`src/rtl/disk_host_pkg.sv`:
```
// Shared definitions for the host disk channel: sr/cr bit positions,
// arbiter state encoding and the client request decode.
package disk_host_pkg;

  localparam int SR_ACK   = 16;
  localparam int SR_RD0   = 17;
  localparam int SR_RD1   = 18;
  localparam int SR_WR0   = 20;
  localparam int SR_WR1   = 21;
  localparam int SR_SEEK0 = 24;
  localparam int SR_SEEK1 = 25;
  localparam int CR_DONE  = 4;
  localparam int CR_ERR   = 3;

  typedef enum logic [3:0] {
    ARB_IDLE  = 4'b0001,
    ARB_BUSY  = 4'b0010,
    ARB_ACK   = 4'b0100,
    ARB_DRAIN = 4'b1000
  } arb_state_e;

  // A client wants the channel when any seek, write or read bit is set.
  function automatic logic sr_req(input logic [31:0] sr);
    return sr[SR_SEEK1] | sr[SR_SEEK0] | sr[SR_WR1] | sr[SR_WR0] |
           sr[SR_RD1]   | sr[SR_RD0];
  endfunction

endpackage

```
`src/rtl/disk_rr_pick.sv`:
```
// Two-way round-robin picker: a lone requester wins, on contention the
// client that did not own the channel last wins.
module disk_rr_pick (
  input  logic [1:0] req_i,
  input  logic       last_owner_i,
  output logic [1:0] winner_o
);

  always_comb begin
    winner_o = 2'b00;
    case (req_i)
      2'b01:   winner_o = 2'b01;
      2'b10:   winner_o = 2'b10;
      2'b11:   winner_o = last_owner_i ? 2'b01 : 2'b10;
      default: winner_o = 2'b00;
    endcase
  end

endmodule

```
`src/rtl/disk_host_arbiter.sv`:
```
// Shares the host disk channel between two controllers, one whole
// transaction at a time. Define ARB_TIMEOUT_EN to add a BUSY watchdog.
module disk_host_arbiter
  import disk_host_pkg::*;
#(
  parameter logic [23:0] TIMEOUT_CYCLES = 24'd16_000_000
) (
  input  logic        clk,
  input  logic        rst,
  input  logic [31:0] c0_sr,
  output logic [31:0] c0_cr,
  input  logic [7:0]  c0_data_out,
  output logic [7:0]  c0_data_in,
  output logic        c0_clkout,
  output logic        c0_clkin,
  input  logic [31:0] c1_sr,
  output logic [31:0] c1_cr,
  input  logic [7:0]  c1_data_out,
  output logic [7:0]  c1_data_in,
  output logic        c1_clkout,
  output logic        c1_clkin,
  output logic [31:0] host_sr,
  input  logic [31:0] host_cr,
  input  logic [7:0]  host_data_in,
  output logic [7:0]  host_data_out,
  input  logic        host_clkin,
  input  logic        host_clkout,
  output logic [1:0]  grant
);

  arb_state_e  state_q, state_d;
  logic [1:0]  grant_q, grant_d;
  logic        last_owner_q, last_owner_d;
  logic [31:0] host_sr_q, host_sr_d;
  logic [1:0]  req, winner;
  logic [31:0] owner_sr;
  logic        owner_req;
  logic        timeout_hit;
  logic        forced;

  assign req       = {sr_req(c1_sr), sr_req(c0_sr)};
  assign owner_sr  = grant_q[1] ? c1_sr : c0_sr;
  assign owner_req = sr_req(owner_sr);

  disk_rr_pick u_pick (
    .req_i        (req),
    .last_owner_i (last_owner_q),
    .winner_o     (winner)
  );

`ifdef ARB_TIMEOUT_EN
  logic [23:0] cnt_q, cnt_d;
  logic        forced_q, forced_d;

  assign timeout_hit = (state_q == ARB_BUSY) && (cnt_q == TIMEOUT_CYCLES - 24'd1);
  assign forced      = forced_q;

  // Forced done/error lasts only while the owner has not yet acknowledged.
  always_comb begin
    cnt_d    = (state_d != state_q || state_q != ARB_BUSY) ? 24'd0 : cnt_q + 24'd1;
    forced_d = (state_d == ARB_ACK) &&
               (forced_q || (timeout_hit && !host_cr[CR_DONE]));
  end

  always_ff @(posedge clk) begin
    if (rst) begin
      cnt_q    <= 24'd0;
      forced_q <= 1'b0;
    end else begin
      cnt_q    <= cnt_d;
      forced_q <= forced_d;
    end
  end
`else
  logic unused_timeout;
  assign unused_timeout = ^TIMEOUT_CYCLES;
  assign timeout_hit    = 1'b0;
  assign forced         = 1'b0;
`endif

  // NOTE: non-blocking assignments so every register samples pre-edge values.
  always_ff @(posedge clk) begin
    if (rst) begin
      state_q      <= ARB_IDLE;
      grant_q      <= 2'b00;
      last_owner_q <= 1'b1;
      host_sr_q    <= 32'd0;
    end else begin
      state_q      <= state_d;
      grant_q      <= grant_d;
      last_owner_q <= last_owner_d;
      host_sr_q    <= host_sr_d;
    end
  end

  // NOTE: defaults first so no path through the case infers a latch.
  always_comb begin
    state_d      = state_q;
    grant_d      = grant_q;
    last_owner_d = last_owner_q;
    host_sr_d    = host_sr_q;
    case (state_q)
      ARB_IDLE: begin
        host_sr_d = 32'd0;
        if (|req) begin
          state_d      = ARB_BUSY;
          grant_d      = winner;
          last_owner_d = winner[1];
          host_sr_d    = winner[1] ? c1_sr : c0_sr;
        end
      end
      ARB_BUSY: begin
        host_sr_d = owner_sr;
        if (host_cr[CR_DONE] || timeout_hit) state_d = ARB_ACK;
      end
      ARB_ACK: begin
        host_sr_d = owner_sr;
        if (owner_sr[SR_ACK] && !owner_req) state_d = ARB_DRAIN;
      end
      ARB_DRAIN: begin
        if (!host_cr[CR_DONE]) begin
          state_d   = ARB_IDLE;
          grant_d   = 2'b00;
          host_sr_d = 32'd0;
        end
      end
      default: begin
        state_d   = ARB_IDLE;
        grant_d   = 2'b00;
        host_sr_d = 32'd0;
      end
    endcase
  end

  // grant_q is non-zero only in BUSY/ACK/DRAIN, so it alone gates flags and strobes.
  always_comb begin
    logic [1:0] flags;
    flags         = forced ? 2'b11 : host_cr[CR_DONE:CR_ERR];
    c0_cr         = {host_cr[31:5], grant_q[0] ? flags : 2'b00, host_cr[2:0]};
    c1_cr         = {host_cr[31:5], grant_q[1] ? flags : 2'b00, host_cr[2:0]};
    c0_data_in    = host_data_in;
    c1_data_in    = host_data_in;
    c0_clkin      = host_clkin  & grant_q[0];
    c1_clkin      = host_clkin  & grant_q[1];
    c0_clkout     = host_clkout & grant_q[0];
    c1_clkout     = host_clkout & grant_q[1];
    host_data_out = 8'h00;
    case (grant_q)
      2'b01:   host_data_out = c0_data_out;
      2'b10:   host_data_out = c1_data_out;
      default: host_data_out = 8'h00;
    endcase
  end

  assign host_sr = host_sr_q;
  assign grant   = grant_q;

endmodule

```
`config.mk`:
```
export PLATFORM = sky130hd
export DESIGN_NAME = disk_host_arbiter
export DESIGN_NICKNAME = d
export VERILOG_FILES = /design/src/rtl/disk_host_pkg.sv /design/src/rtl/disk_rr_pick.sv /design/src/rtl/disk_host_arbiter.sv
export SDC_FILE = /design/constraint.sdc
export NUM_CORES = 1
export LEC_CHECK = 0
export CAP_MARGIN = 10
export CORE_MARGIN = 1
export CORE_UTILIZATION = 32
export CTS_CLUSTER_SIZE = 28
export DETAILED_ROUTE_END_ITERATION = 10
export PLACE_DENSITY_LB_ADDON = 0.15
export SKIP_LAST_GASP = 1
export SLEW_MARGIN = 20
export SYNTH_ARGS = -nofsm -noshare
export SYNTH_HDL_FRONTEND = slang
export SYNTH_SLANG_ARGS = --single-unit
```
`constraint.sdc`:
```
create_clock -name clk -period 1.8 [get_ports clk]
set_clock_uncertainty 0.15 [all_clocks]
set_input_delay 0.45 -clock clk [delete_from_list [all_inputs] [get_ports clk]]
set_output_delay 0.45 -clock clk [all_outputs]
set_load 0.1 [all_outputs]
```
* After elaboration in Yosys (flattened, before gate mapping) *
Index checks and enable logic that the tools add are counted.

word-level totals
  bits in registers = 39
  latch bits = 0
  bits in writable memories = 0
  ROM bits = 0
  bits of input ports = 124
  output and inout bits = 126
  word-level logic and storage cells = 62
  memories = 0

operators by class
  add/sub/neg operators = 0
  multipliers = 0
  div/mod/pow operators = 0
  order comparisons = 0
  equality and inequality tests = 13
  shift operators = 0
  multiplexer cells = 18
  bitwise operators = 20
  reductions and logical operators = 7

operators by type and width
  kind                                                                    number
  32-bit 2-to-1 mux                                                       4
  32-bit case mux with 3 select lines                                     1
  4-bit 2-to-1 mux                                                        4
  4-bit case mux with 4 select lines                                      1
  8-bit case mux with 2 select lines                                      1
  1-bit bitwise OR                                                        15
  2-bit case mux with 3 select lines                                      2
  2-bit 2-to-1 mux                                                        5
  2-bit inequality test (second input constant)                           4
  2-bit equality test (second input constant)                             3
  1-bit bitwise AND                                                       4
  2-bit by 1-bit equality test with 1-bit output (second input constant)  2
  4-bit by 1-bit equality test with 1-bit output (second input constant)  1
  4-bit by 2-bit equality test with 1-bit output (second input constant)  1
  4-bit by 3-bit equality test with 1-bit output (second input constant)  1
  4-bit equality test (second input constant)                             1
  4-bit AND reduction                                                     1
  2-bit OR reduction                                                      2
  3-bit AND reduction                                                     1
  2-bit AND reduction                                                     1
  1-bit logical AND                                                       1
  1-bit logical NOT                                                       1
  1-bit inverter                                                          1

* Longest topological paths before layout *
  depth in word-level cells = 10
  depth in mapped cells = 7
  gate-level depth less buffers = 4

* By module *
A second synthesis with hierarchy kept.

second synthesis, totals
  cells, all modules = 341
  area total of the unflattened synthesis = 3114.2 sq um

by module, submodules not included
  module             instances  cells an instance  area each (sq um)  seq. area each (sq um)
  disk_host_arbiter  1          338                3095.5             780.7
  disk_rr_pick       1          3                  18.8               0.0

* Least setup slack after synthesis *
OpenSTA, ideal clock, no wires.

  kind = reg-to-output
  start = reg grant_q[0], in the netlist grant[0]
  end = out host_data_out[0]
  arrival = 2899 ps
  data required time = 1200 ps
  path slack = -1699 ps
  stages on the path, launching flop included = 5
  buffers on the path = 1
  cells stage by stage = dfxtp_1 inv_1 ha_1 buf_1 nor2_1

between the ends
  longest elaborated chain between the ends = 2
  elaborated cells between the ends (all ways) = 3
  classes of those cells = 2 x eq/ne; 1 x mux

ends and longest elaborated chain
  element                                                                                       line                      text
  from (decl)                                                                                   disk_host_arbiter.sv:32   logic [1:0] grant_q, grant_d;
  from (signal assigned)                                                                        disk_host_arbiter.sv:90   grant_q <= grant_d;
  2-bit equality test / 2-bit by 1-bit equality test with 1-bit output (equally long branches)  disk_host_arbiter.sv:148  case (grant_q)
  8-bit case mux with 2 select lines (*)                                                        disk_host_arbiter.sv:148
  to (decl)                                                                                     disk_host_arbiter.sv:25   output logic [7:0] host_data_out,

Every way passes the cells marked *; elsewhere a longest branch is shown, timed or not.

* Worst setup path in the final report *
  start = reg grant_q[1], in the netlist grant[1]
  end = out host_data_out[0]

The elaborated chain is that of the path after synthesis.

==> results.toml <==
[logic_synthesis]
synth.top_cell.area_share_pct = 23.32
postSynthRegisterBits = 39
yosysUniqueCellTypes = 48
syn_nets = 516
synth_ff_type = "dfxtp_1"
synth_seq_area_share_pct = 23.32
yosys_warnings = 0
synthMuxAreaShare_pct = 9.641
yosys.area_share.xor_xnor_pct = 0.2616
synth_adder_area_share_pct = 0.7474
compound_gate_portion_of_the_synthesized_area_pct = 30.23
synthesis.area_per_instance_um2 = 8.585
synthesized_cell_area_mm2 = 0.003348
yosys-top-cells-count = "76 x buf_4, 39 x dfxtp_1, 31 x nand3_1"
synthMostInstantiatedCell = "buf_4"
async_flop_share_pct = 0
combinational_family_with_the_most_area_after_synthesis = "compound AO/OA/AOI/OAI gates"
yosys.area_share.simple_pct = 12.48
synth_edf_count = 0
synth_cells = 390
synthDominantAreaCellType = "dfxtp_1"
ys_top_cells_by_area = "dfxtp_1 23%, buf_4 17%, mux2i_1 9.0%"

[flow_run]
max-cap-violations = 0

[floorplanning]
die_area_mm2 = 0.01088
ios = 250
die_w_um = 104.3
fp.coreArea_mm2 = 0.009955
row_count = 36
initial_cell_density_of_the_core_pct = 33.63
die-height_um = 104.3

[clocking]
ctsRootBufferMaster = "clkbuf_8"
numClockSinks = 39
cts_made_buffers = 5
clk_pin_slew_worst_paths_ns = 0.08
clock_insertion_delay_worst_skew_ns = 0.29
clk_buf_depth = 2
clock_tree_from_tritoncts = "yes"
htreeDepth = 2

[power]
power.ir.vdd_worst_uv = 556.8
power-per-cell-area_mw_per_mm2 = 864.8
report.power.total_mw = 5.336
power_leakage_nw = 2.166

[critical_path]
timing.setup.critical_path_class = "flop to output port"
critPathRequiredTime_ns = 1.20
critPathCaptureType = "output port"
critical-path-top-delay-family = "flip-flops"
critical-path-slowest-cell = "dfxtp_4"
element_type_at_the_critical_path_start = "flop"
worst_ep_arrival_time_ns = 1.38
worst-path-buf-inv = 2
worst-path-max-fanout = 8
slowest_delay_ns = 0.41
ordered_cell_list_for_the_critical_path = "inv_4, ha_4, a22oi_2, nor2_4, buf_12"

[timing]
f_max_mhz = 505.5
final.period_utilization_pct = 109.9
timing_hold_violations_final = 0
period_minus_slack_ns = 1.978
final_max_slew_viol_count = 0
final_hold_slack_ns = 0.3203
timing.slew.headroom_pct = 70.57
worst_tran_pin_value_ns = 0.4353
worst_slack_ns = -0.1782
setup_viol = 22
setup_repair_after_global_routing_missed_its_margin = "yes"

[global_route]
grt_first_pass_wirelength_mm = 18.25
grt.total_usage_pct = 20.41
number_of_global_route_vias_before_repair = 3666
grt_antenna_before_repair = 0
grt_max_degree = 37
grt_overflow_total = 0

[layout]
fin_nets = 617
finalNonFillerCells = 625
layout-drive-gt1-share_pct = 46.95
syn_to_final_growth_pct = 84.27
insertedDiodeCount = 0

[placed_design]
place_hpwl_mm = 8.208
dp.cells = 594
placement.io_buffers = 135
finalWeightedCongestion = 0.8268
place_worst_setup_slack_ns = -0.5429

[route]
drt-vias-per-instance = 5.810
final_routed_wire_length_divided_by_cell_count_um = 19.98
drt-initial-drc-count = 163
postRouteAntennaNets = 0
detailedRoute.firstPassIterationCount = 4
drc_violations = 0
wirelength_mm = 12.49
num_vias = 3631

[run_status]
violations = "setup timing"
run_status = "finished with violations"

[min_path]
hp-class = "input port to flop"
[layer usage]
metal / wire (µm) / GRT usage, % / vias up
met5: 0 / 0 / -
li1: - / - / 1650
met3: 740 / 4.198 / 33
met1: 5326 / 24.98 / 1783
met2: 6176 / 35.34 / 165
met4: 243 / 6.735 / 0
[timing repair]
item | CTS | global route
buffers inserted | 5 | 10
hold buffers | 0 | 0
setup endpoints to repair | 54 | 43
cloned | 0 | 8
gates resized for setup | 29 | 77
pin swaps | 25 | 28
[flip-flops by register name (all words and copies together), names as in the netlist]
register      flops
host_sr          32
last_owner_q      1
state_q           4
grant             2
[layout by cell type (no fill, tap or decap), types with 6 or more instances in the layout]
| master | count |
|---|---|
| a2bb2oi_1 | 30 |
| mux2i_1 | 30 |
| buf_6 | 7 |
| o221ai_2 | 16 |
| buf_4 | 49 |
| o221ai_1 | 10 |
| nand3_2 | 9 |
| a22oi_2 | 8 |
| nand3_1 | 18 |
| o2111ai_2 | 13 |
| dlygate4sd2_1 | 15 |
| nor2_4 | 8 |
| clkdlybuf4s50_1 | 67 |
| clkbuf_16 | 6 |
| and2_4 | 8 |
| dfxtp_1 | 36 |
| o2111ai_1 | 7 |
| o2111ai_4 | 7 |
| buf_12 | 63 |
[path summary, 6_finish.rpt]
path	from	to	slack [ns]	depth (start not counted)
worst max-delay path	grant[1]$_SDFFE_PP0P_	host_data_out[0]	-0.18	5
worst min-delay path	rst	state_q[1]$_SDFFE_PP0P_	0.32	2
worst max register to register	state_q[2]$_SDFFE_PP0P_	host_sr[20]$_SDFFE_PP0P_	-0.06	5
worst min register to register	last_owner_q$_SDFFE_PP1P_	last_owner_q$_SDFFE_PP1P_	0.41	2
[report_power, final]
part           total [mW]  switching [mW]  internal, mW
Clock               0.828           0.329         0.499
Combinational        3.35            1.92          1.43
Sequential           1.16           0.161          1.00
Total                5.34            2.41          2.93
[cell type report]
class | instances | area, µm²
timing repair buffer | 210 | 2670
clock buffer | 7 | 97.59
inverter | 4 | 20.02
fill | 823 | 3785
tap | 133 | 166.4
clock inverter | 1 | 30.03
multi-input combinational | 231 | 2396
sequential | 39 | 789.5
[cells by family (layout without fill, tap and decap cells)]
| family | count (synthesis) | after routing |
|---|---|---|
| AO/OA/AOI/OAI | 121 | 121 |
| XOR/XNOR | 1 | 1 |
| adder cells (fa/ha/maj) | 2 | 2 |
| buffers and inverters | 120 | 222 |
| flip-flops | 39 | 39 |
| multiplexers | 32 | 32 |
| AND/OR/NAND/NOR | 75 | 75 |
[through the flow]
step / utilization (%) / instance area (µm²) / setup TNS, ns
after global routing: 61.98 / 6170 / -3.141
final: 61.98 / 6170 / -1.644
after floorplan: - / 3567 / -3.074
after detailed placement: 53.03 / 5279 / -20.71
after global placement: 53.03 / 5279 / -17.80
after CTS: 54.86 / 5461 / -1.887
No activity file was read; power rests on OpenSTA's default activity.
==> edit 1: new RTL, same flow settings <==
Encoding of `arb_state_e`: now Gray code (2 bits for 4 states).
--- a/src/rtl/disk_host_pkg.sv
+++ b/src/rtl/disk_host_pkg.sv
@@ -14,7 +14,7 @@
 
-  typedef enum logic [3:0] {
-    ARB_IDLE  = 4'b0001,
-    ARB_BUSY  = 4'b0010,
-    ARB_ACK   = 4'b0100,
-    ARB_DRAIN = 4'b1000
+  typedef enum logic [1:0] {
+    ARB_IDLE  = 2'b00,
+    ARB_BUSY  = 2'b01,
+    ARB_ACK   = 2'b11,
+    ARB_DRAIN = 2'b10
   } arb_state_e;
Behaviour: no difference found for any inputs over 10 cycles, from zero or initial values and one cycle with rst high; not proved beyond that.
==> edit 1 against the original RTL <==
The run still ends with setup timing left. Wire length is 5.1% higher. Via count is 7.2% higher. Sequential power is 9% lower. Total power is 12% lower. Synthesized area is 3.4% higher. Combinational power is 10% lower. Worst setup slack worse by 19 ps. Cell area is 2.2% lower. Synthesized cell count is 14% higher. Sequential cell count is 2 lower. Critical path depth stayed put. Critical path type unchanged. Highest routed layer unchanged.
==> edit 1: results (changes against the original RTL) <==
Logic synthesis
  • Sequential area share after synthesis: 0.214 (-0.0192)
  • Area share of the largest cell type after synthesis: 0.214 (-0.0192)
  • Number of distinct library cells after synthesis: 39 (-19%)
  • Syn Nets: 572 (+11%)
  • Mapped Cells: 446 (+14%)
  • Synth top cells by count: buf_4 (79), dfxtp_1 (37), a21oi_1 (35), o21ai_0 (35), a21o_1 (30)

Detailed routing
  • Drt initial violations: 290 (+78%)

Cells and area
  • Multi-input logic cell count: 285 (+23%)
  • FF+latch area: 749 µm² (-5.1%)
  • Inverters: 7 (+3)
  • Fraction of layout cells with a size suffix above 1: 0.385 (-0.0842)
  • Final net count: 670 (+8.6%)
  • Buffers, non-clock: 208 (-0.95%)

Pwr
  • Sequential power: 1060 µW (-9%)
  • Combinational power: 3000 µW (-10%)
  • Internal: 2480 µW (-15%)
  • Worst vdd ir: 0.000349 V (-37%)

Hold path
  • Hold Crit Class: reg2reg
  • HP Start: host_sr[17]

Status
  • Status: finished with violations
  • Failing checks: setup timing

Place
  • Hpwl dp: 9.31 mm (+13%)

Global routing
  • Vias in the first global route: 3,772 (+2.9%)
  • First-pass GRT wire length: 19.9 mm (+9.0%)
  • Largest net degree at the start of global routing: 31 (-16%)

Setup path
  • Reg2Reg Capture Point: host_sr[14]
  • Crit path DAT: 1400 ps (+20 ps)

Timing
  • Worst Slack Setup Final: -197 ps (-19.2 ps)
  • Setup violations, final: 16 (-27%)
  • Max_slew headroom: 0.775 (+0.0697)
edit 1: kinds of logic (layout without fill, tap and decap cells):
kind of cell	count (synthesis)	after routing	share of synthesized area
AO/OA/AOI/OAI	182	182	0.359
adder cells (fa/ha/maj)	2	2	0.00723
buffers and inverters	124	223	0.223
flip-flops	37	37	0.214
multiplexers	30	30	0.0871
AND/OR/NAND/NOR	71	71	0.110
edit 1: per-layer routing:
layer	vias to the layer above	wire length [µm]	global-route usage
li1	1803	-	-
met1	1868	5260	0.278
met2	189	6570	0.387
met3	33	1040	0.0429
met4	0	249	0.0655
met5	-	0	0
edit 1: through the flow:
step                hold WS, ps  power, µW  instance area [µm²]  setup TNS, ps  setup slack, ps
floorplan                   359       3560                 3840          -7380             -604
global placement            419       3840                 5550         -19790             -540
finish                      436       4670                 6030          -1680             -197
CTS                         438       4570                 5780          -2650             -225
detailed placement          422       3870                 5550         -22030             -613
global route                463       4860                 6030          -3410             -239
edit 1: repair_timing:
action,CTS,global route
setup buffers,7,9
endpoints found under the setup margin,52,45
gates cloned,1,3
pin swaps,17,15
resized for setup,40,30
edit 1: worst reg2reg max path: cells and delay by family (launching register included):
kind | cells | cell delay (ps)
flops | 1 | 410
compound gates | 3 | 430
buf+inv | 3 | 370
mux | 1 | 350
edit 1: how the worst max path moves through the flow:
stage | start | to | depth (start not counted)
after global routing | grant[0] | host_data_out[6] | 5
after global placement | c0_sr[21] | host_sr[6] | 6
final | grant[0] | host_data_out[6] | 5
after CTS | grant[0] | host_data_out[6] | 5
after detailed placement | c0_sr[21] | host_sr[10] | 6
after floorplan | grant[1] | host_data_out[6] | 8
==> edit 2: new RTL, config.mk and constraints unchanged <==
Without the edit above. Build with the macro `ARB_TIMEOUT_EN` defined.
--- a/src/rtl/disk_host_arbiter.sv
+++ b/src/rtl/disk_host_arbiter.sv
@@ -2,2 +2,4 @@
 // transaction at a time. Define ARB_TIMEOUT_EN to add a BUSY watchdog.
+`define ARB_TIMEOUT_EN
+
 module disk_host_arbiter
Function: same outputs for any inputs over 10 cycles, from zero or initial values and one cycle with rst high; that may be too few to reach the edited logic, so the function may still have changed.
==> edit 2 against the original RTL <==
The run still ends with setup timing left. Worst setup slack worse by 25 ps. Cell area rose by 25%. Wire length rose by 26%. Total power up 30%. Cell count is 35% higher. First-iteration DRC count fell by 10%. Global-route usage up 1.1 points. Sequential cell count up 25. Synthesized area grew 30%. Critical path type unchanged. Largest cell class is now multi-input gates.
==> edit 2: results (changes against the original RTL) <==
Cells and area
  • Final net count: 788 (+28%)
  • FILL cells: 1,172 (+42%)
  • Fin cells: 842 (+35%)

Global routing
  • GR Util met3: 0.0473 (+0.00532)
  • M1 GR Usage: 0.236 (-0.0143)
  • GRT Util Overall: 0.215 (+0.0110)
  • First-pass GRT wire length: 23.6 mm (+29%)
  • Vias in the first global route: 4,420 (+21%)
  • Largest net degree at the start of global routing: 35 (-5.4%)
  • Met2 Track Usage GR: 0.391 (+0.0378)

Setup path
  • Crit path to: host_data_out[4]
  • Reg2reg path depth: 6 (+1)
  • Max stage delay on crit path: 390 ps (-20 ps)
  • Reg2Reg Setup Slack: -190 ps (-130 ps)
  • Reg2Reg Capture Point: last_owner_q
  • Worst R2R Start: state_q[1]

Hold path
  • Hold Crit Class: reg2reg
  • HP Start: cnt_q[22]
  • WHS Endpoint: cnt_q[22]

Pwr
  • Worst vdd ir: 0.000446 V (-20%)
  • Sw Share: 0.389 (-0.0619)
  • Leakage: 0.00274 µW (+27%)

Timing
  • Worst Slack Setup Final: -203 ps (-25.2 ps)
  • Setup_tns: -5410 ps (-3770 ps)
  • Setup violations, final: 67 (+200%)
  • Worst Tran Pin Value: 508 ps (+72.7 ps)

Logic synthesis
  • Sequential area share after synthesis: 0.295 (+0.0617)
  • Adder-Cell Fraction of Synth Area: 0.00864 (+0.00117)
  • Synth async-reset ratio: 0 (unchanged)
  • Synth area leaders: dfxtp_1 (29%), buf_4 (13%), nand3_1 (8.2%)
  • Syn Nets: 648 (+26%)
  • Multiplexer share of the synthesized area: 0.0737 (-0.0227)
  • Mapped Cells: 521 (+34%)
  • Synth Area in XOR/XNOR: 0.0302 (+0.0276)
  • Synth top cells by count: buf_4 (78), nand3_1 (71), dfxtp_1 (64)
  • Number of distinct library cells after synthesis: 53 (+10%)
  • Synth Area in Compound Gates: 0.190 (-0.113)

Detailed routing
  • Drt initial violations: 146 (-10%)
  • Met2 WL post-DR: 8.24 mm (+33%)
  • Met3 wire length: 851 µm (+15%)
  • Avg WL per Cell: 18.7 µm (-6.6%)
  • Met1 Wirelength: 6.04 mm (+13%)

Clock network
  • Cts bufs inserted: 9 (+4)
  • Clock latency on the worst-skew pair: 340 ps (+50 ps)
  • Post-CTS setup buffer count: 12 (+7)
  • Clk root buf: clkbuf_16
  • H-tree depth: 3 (+1)
  • Number of gates resized after CTS: 52 (+79%)
  • Reg clk slew, reported paths: 50 ps (-30 ps)

Place
  • Hpwl dp: 10.7 mm (+30%)
  • Dpl cells: 798 (+34%)
  • Gp weighted congestion: 0.806 (-2.5%)

Status
  • Status: finished with violations
  • Failing checks: setup timing
[edit 2: area by class of cell]
class | instances | area [µm²] | area share
clock buffers | 15 | 299 | 0.0389
flip-flops and latches | 64 | 1310 | 0.170
multi-input cells | 335 | 2910 | 0.378
clock inverters | 1 | 30.0 | 0.00390
repair buffers | 241 | 2880 | 0.375
inverters | 10 | 47.5 | 0.00618
well taps | 176 | 220 | 0.0286
[edit 2: power by group through the flow]
stage               clock network, µW  registers, µW  logic (µW)
floorplan                           0           2430        1830
global placement                    0           1710        2920
detailed placement                  0           1720        2950
CTS                              1960           1680        3080
global route                     2020           1700        3460
finish                           1930           1680        3340
[edit 2: metrics by stage]
step | hold slack (ps) | cell area [µm²] | worst slack, ps | utilization
after global routing | 397 | 7690 | -255 | 0.581
after floorplan | 288 | 4650 | -357 | -
final | 362 | 7690 | -203 | 0.581
after CTS | 365 | 7250 | -221 | 0.547
after detailed placement | 347 | 6600 | -508 | 0.498
after global placement | 338 | 6600 | -453 | 0.498
